===== src/rtl/div_req_sequencer.sv =====
// Queues divide requests and feeds them one at a time to an external divider; a result is held until it is accepted.
// Latency: push, pop, issue, divider latency, capture. in_ready drops when the queue is full; pops stall while a result is held.
module div_req_sequencer #(
    parameter int DEPTH = 4,
    parameter int WDOG  = 15
) (
    input  logic       clk,
    input  logic       rst,
    input  logic       in_valid,
    output logic       in_ready,
    input  logic [3:0] in_X,
    input  logic [3:0] in_Y,
    output logic       div_start,
    output logic [3:0] div_X,
    output logic [3:0] div_Y,
    input  logic       div_valid,
    input  logic [3:0] div_quot,
    input  logic [3:0] div_rem,
    output logic       out_valid,
    input  logic       out_ready,
    output logic [3:0] out_quot,
    output logic [3:0] out_rem,
    output logic       out_dz,
    output logic       out_err
);

    localparam int AW  = (DEPTH > 1) ? $clog2(DEPTH) : 1;
    localparam int CW  = $clog2(DEPTH + 1);
    localparam int WDW = $clog2(WDOG + 1);

    typedef struct packed {
        logic [3:0] x;
        logic [3:0] y;
    } req_t;

    typedef enum logic [1:0] {
        S_IDLE,
        S_ISSUE,
        S_WAIT
    } state_t;

    state_t          r_state;
    state_t          w_state_nxt;
    req_t            r_mem [DEPTH];
    logic [AW-1:0]   r_wptr;
    logic [AW-1:0]   r_rptr;
    logic [CW-1:0]   r_count;
    logic [WDW-1:0]  r_wdog;
    logic [3:0]      r_div_x;
    logic [3:0]      r_div_y;
    logic            r_out_valid;
    logic [3:0]      r_out_quot;
    logic [3:0]      r_out_rem;
    logic            r_out_dz;
    logic            r_out_err;

    logic            w_push;
    logic            w_pop;
    logic            w_zero;
    logic            w_capture;
    logic            w_timeout;
    req_t            w_head;

    assign in_ready  = (r_count != CW'(DEPTH));
    assign w_push    = in_valid && in_ready;
    assign w_head    = r_mem[r_rptr];

    assign div_X     = r_div_x;
    assign div_Y     = r_div_y;
    assign out_valid = r_out_valid;
    assign out_quot  = r_out_quot;
    assign out_rem   = r_out_rem;
    assign out_dz    = r_out_dz;
    assign out_err   = r_out_err;

    // A pop is only allowed with the output slot empty, so it never shares a cycle with a handshake.
    always_comb begin
        w_state_nxt = r_state;
        w_pop       = 1'b0;
        w_zero      = 1'b0;
        w_capture   = 1'b0;
        w_timeout   = 1'b0;
        div_start   = 1'b0;
        case (r_state)
            S_IDLE: begin
                if ((r_count != '0) && !r_out_valid) begin
                    w_pop = 1'b1;
                    if (w_head.y == 4'd0) begin
                        w_zero = 1'b1;
                    end else begin
                        w_state_nxt = S_ISSUE;
                    end
                end
            end
            S_ISSUE: begin
                div_start   = 1'b1;
                w_state_nxt = S_WAIT;
            end
            S_WAIT: begin
                if (div_valid) begin
                    w_capture   = 1'b1;
                    w_state_nxt = S_IDLE;
                end else if (r_wdog == WDW'(WDOG - 1)) begin
                    w_timeout   = 1'b1;
                    w_state_nxt = S_IDLE;
                end
            end
            default: w_state_nxt = S_IDLE;
        endcase
    end

    always_ff @(posedge clk) begin
        if (w_push) begin
            r_mem[r_wptr] <= '{x: in_X, y: in_Y};
        end
    end

    always_ff @(posedge clk) begin
        if (rst) begin
            r_state     <= S_IDLE;
            r_wptr      <= '0;
            r_rptr      <= '0;
            r_count     <= '0;
            r_wdog      <= '0;
            r_div_x     <= '0;
            r_div_y     <= '0;
            r_out_valid <= 1'b0;
            r_out_quot  <= '0;
            r_out_rem   <= '0;
            r_out_dz    <= 1'b0;
            r_out_err   <= 1'b0;
        end else begin
            r_state <= w_state_nxt;

            if (w_push) begin
                r_wptr <= r_wptr + AW'(1);
            end
            if (w_pop) begin
                r_rptr  <= r_rptr + AW'(1);
                r_div_x <= w_head.x;
                r_div_y <= w_head.y;
            end
            case ({w_push, w_pop})
                2'b10:   r_count <= r_count + CW'(1);
                2'b01:   r_count <= r_count - CW'(1);
                default: r_count <= r_count;
            endcase

            if (r_state == S_ISSUE) begin
                r_wdog <= '0;
            end else if ((r_state == S_WAIT) && !div_valid) begin
                r_wdog <= r_wdog + WDW'(1);
            end

            if (r_out_valid && out_ready) begin
                r_out_valid <= 1'b0;
            end
            // Set sources below are only reachable while the slot is empty.
            if (w_zero) begin
                r_out_valid <= 1'b1;
                r_out_quot  <= 4'hF;
                r_out_rem   <= w_head.x;
                r_out_dz    <= 1'b1;
                r_out_err   <= 1'b0;
            end else if (w_capture) begin
                r_out_valid <= 1'b1;
                r_out_quot  <= div_quot;
                r_out_rem   <= div_rem;
                r_out_dz    <= 1'b0;
                r_out_err   <= 1'b0;
            end else if (w_timeout) begin
                r_out_valid <= 1'b1;
                r_out_quot  <= 4'd0;
                r_out_rem   <= 4'd0;
                r_out_dz    <= 1'b0;
                r_out_err   <= 1'b1;
            end
        end
    end

endmodule


===== config.mk =====
export PLATFORM = sky130hd
export DESIGN_NAME = div_req_sequencer
export DESIGN_NICKNAME = d
export VERILOG_FILES = /design/src/rtl/div_req_sequencer.sv
export SDC_FILE = /design/constraint.sdc
export NUM_CORES = 1
export LEC_CHECK = 0
export ABC_AREA = 1
export BUFFER_PORTS_ARGS = -buffer_cell sky130_fd_sc_hd__clkbuf_2
export CAP_MARGIN = 25
export CORE_UTILIZATION = 30
export CTS_CLUSTER_DIAMETER = 100
export DETAILED_ROUTE_END_ITERATION = 12
export PLACE_DENSITY = 0.47
export SKIP_CTS_REPAIR_TIMING = 1
export SYNTH_ARGS = -nofsm -noshare
export SYNTH_HDL_FRONTEND = slang
export SYNTH_SLANG_ARGS = --single-unit

===== constraint.sdc =====
create_clock -name clk -period 4.59 [get_ports clk]
set_input_delay 0.2295 -clock clk [delete_from_list [all_inputs] [get_ports clk]]
set_output_delay 0.2295 -clock clk [all_outputs]
set_load 0.03 [all_outputs]

==> results.py <==
metrics = {
    "status": {
        "outcome": "finished, final reports clean",
    },
    "yosys": {
        "syn-num-nets": 297,
        "synth-seq-cells": 66,
        "yosysMostFrequentCell": "dfxtp_1",
        "yosys.area_share.simple_pct": 16.6,
        "synthAdderAreaFrac_pct": 3.96,
        "yosysWarnings": 0,
        "synth.distinct_cells": 31,
        "yosys-top-cells-count": "34 x dfxtp_1, 32 x edfxtp_1, 31 x nand2_1",
        "synth-compound-area-share_pct": 13.0,
        "synth_seq_area_share_pct": 60.4,
        "synthXorXnorAreaFrac_pct": 0,
        "yosysTopAreaCellShare_pct": 35.4,
        "synth_flop_cell": "dfxtp_1",
        "yosys-top-cells-area": "edfxtp_1 35%, dfxtp_1 25%, a21oi_1 5.5%",
        "yosysTopAreaCell": "edfxtp_1",
        "synth_edf_count": 32,
        "async_flop_share_pct": 0,
        "synth_area_per_cell_sq_um": 10.1,
        "synth_top_family_by_area": "simple AND/OR/NAND/NOR gates",
        "synth.area.mux_share_pct": 0,
        "syn-cell-area_sq_um": 2720,
        "netlist_instances": 268,
    },
    "detailed_routing": {
        "final_antenna_net_count": 0,
        "vias_per_cell": 4.53,
        "first_iter_violations": 99,
        "drc_errors": 0,
        "wl_per_cell_um": 13.4,
        "dr.pass1.iters": 4,
        "postRouteWirelength_um": 5670,
        "routed-via-count": 1921,
    },
    "global_routing": {
        "grt_max_degree": 26,
        "antenna_found_initial": 0,
        "grt-ovfl-total": 0,
        "grt_pass1_wl_um": 9320,
        "grt_usage_pct": 12.8,
        "grt_pass1_vias": 1855,
    },
    "sta": {
        "final-hold-violation-count": 0,
        "maxSlewViolCount": 0,
        "max_freq_ghz": 0.409,
        "maxSlewHeadroom_pct": 40.6,
        "finalClockSkew_ps": 6.51,
        "fin_ws_ps": 2150,
        "setup_violations": 0,
        "min_period_over_period_pct": 53.3,
        "finalSetupTns_ps": 0,
        "rsz0062_at_grt": "no",
        "tightestPinTransition_ps": 887,
        "period_minus_slack_ps": 2440,
    },
    "placement": {
        "port_buffers": 41,
        "dp_slack_ps": 2140,
        "dp_hpwl_um": 3810,
        "dpl_cell_area_sq_um": 3010,
        "gp_congestion": 0.717,
    },
    "clocking": {
        "cts.clk_slew.worst_paths_ps": 70,
        "worstSkewPairLatency_ps": 330,
        "tritoncts": "done",
        "cts-root-buf": "clkbuf_8",
        "cts_sinks": 66,
        "cts_buffer_depth": 2,
        "htreeDepth": 3,
        "cts_buffers": 9,
    },
    "finish": {
        "drive_gt1_share_pct": 22.5,
        "area_delta_synth_final_pct": 17.2,
        "stdcell_area_sq_um": 3180,
        "layout.nets": 340,
        "num_antenna_cells": 0,
    },
    "critical_path": {
        "cp-end-kind": "register",
        "arrival_ps": 2660,
        "criticalPathCategory": "register to register",
        "cp-start-kind": "register",
        "worst-path-max-fanout": 25,
        "critical_path_required_ps": 4800,
    },
    "pwr": {
        "internal-power_uw": 1160,
        "seqPwrFrac_pct": 42.7,
        "ir_drop_mv": 0.212,
        "p_per_area_nw_per_um2": 594,
        "clock_power_share_pct": 24.1,
        "p_switching_uw": 727,
        "swShare_pct": 38.5,
        "comb_power_share_pct": 33.2,
        "p_leak_uw": 0.00130,
    },
    "worst_hold_path": {
        "hold_class": "primary input to register",
    },
    "floorplan": {
        "rows": 34,
        "core-area_sq_um": 8760,
        "pin_count": 42,
        "die_h_um": 97.2,
        "dieArea_sq_um": 9440,
        "start_util_pct": 31.0,
        "die_x_um": 97.2,
    },
    "job": {
        "maxCapViolations": 0,
    },
}
-- flip-flops by register name (all words and copies together) (netlist names), named ones only --
register	cells
r_mem	32
out_err	1
out_valid	1
div_Y	4
r_count	3
r_state	2
div_X	4
out_quot	4
r_wptr	2
out_rem	4
r_wdog	4
out_dz	1
r_rptr	2
-- final timing paths --
kind | slack, ps | to | depth (start not counted) | startpoint
max reg2reg | 2150 | r_count[2] | 10 | r_state[0]
max | 2150 | r_count[2] | 10 | r_state[0]
min | 120 | r_mem[3][2] | 1 | in_Y[2]
min reg2reg | 470 | r_rptr[1] | 2 | r_rptr[1]
-- kinds of logic after synthesis --
group | count (synthesis)
AO/OA/AOI/OAI | 64
buffers and inverters | 38
AND/OR/NAND/NOR | 92
flip-flops | 66
adder cells (fa/ha/maj) | 8
-- power groups by stage --
stage          clock (uW)  sequential [uW]  combinational (uW)
2_1_floorplan           0              877                 423
6_report              455              808                 628
5_1_grt               496              820                 714
3_3_place_gp            0              819                 631
4_1_cts               472              808                 639
3_5_place_dp            0              819                 636
-- placed cells by master (no fill, tap or decap) --
cell type / synthesis / final
o21ai_0: 21 / 21
nor4_1: 1 / 1
or2_0: 1 / 1
a22oi_1: 4 / 4
nand2_1: 31 / 31
o22a_1: 3 / 3
nand2_4: 3 / 3
inv_2: 3 / 3
o221ai_1: 1 / 1
o31ai_1: 1 / 1
a21oi_2: 1 / 1
edfxtp_1: 32 / 32
nor2_1: 25 / 25
nand2_2: 6 / 6
clkbuf_2: 0 / 41
fa_1: 1 / 1
o21bai_1: 1 / 1
nor3b_1: 1 / 1
clkbuf_1: 5 / 3
o21ai_1: 2 / 2
nand3_1: 18 / 18
a21oi_1: 30 / 30
nor2_8: 1 / 1
ha_1: 7 / 7
nand3_2: 2 / 2
bufinv_16: 0 / 1
nand4_1: 1 / 1
inv_4: 1 / 1
clkinv_1: 0 / 2
clkbuf_8: 0 / 9
inv_1: 25 / 25
clkinv_2: 0 / 1
nor2_2: 2 / 2
dfxtp_1: 34 / 34
-- per-layer routing --
layer / vias to the layer above / GRT usage [%] / share of wire [%]
met5: - / 0 / 0
met2: 25 / 19.7 / 47
met3: 9 / 3.45 / 2.7
li1: 997 / - / -
met4: 0 / 6.54 / 2.1
met1: 890 / 16.5 / 49
-- metrics by stage --
stage                     hold WS [ps]  util, %  total power, uW  cells
after global placement             453     34.3             1450    408
after CTS                         99.6     36.3             1920    424
after detailed placement           453     34.3             1460    408
after global routing              93.8     36.3             2030    424
final                              117     36.3             1890    424
after floorplan                    328        -             1300    268
-- critical path: stages (launching register included) --
cell     delay, ps
dfxtp_1        320
nor2_1         100
inv_1           60
nor2_2         680
ha_1           270
inv_1           70
fa_1           370
a21oi_1        140
o21ai_0        110
o21ai_0        150
a21oi_1         50
-- layout make-up --
type	instances	area, sq um
Multi-Input combinational cell	164	912
Clock inverter	4	42.5
Timing Repair Buffer	41	205
Fill cell	901	5580
Clock buffer	12	135
Sequential cell	66	1640
Tap cell	108	135
Inverter	29	111
No activity file was read; power rests on OpenSTA's default activity.
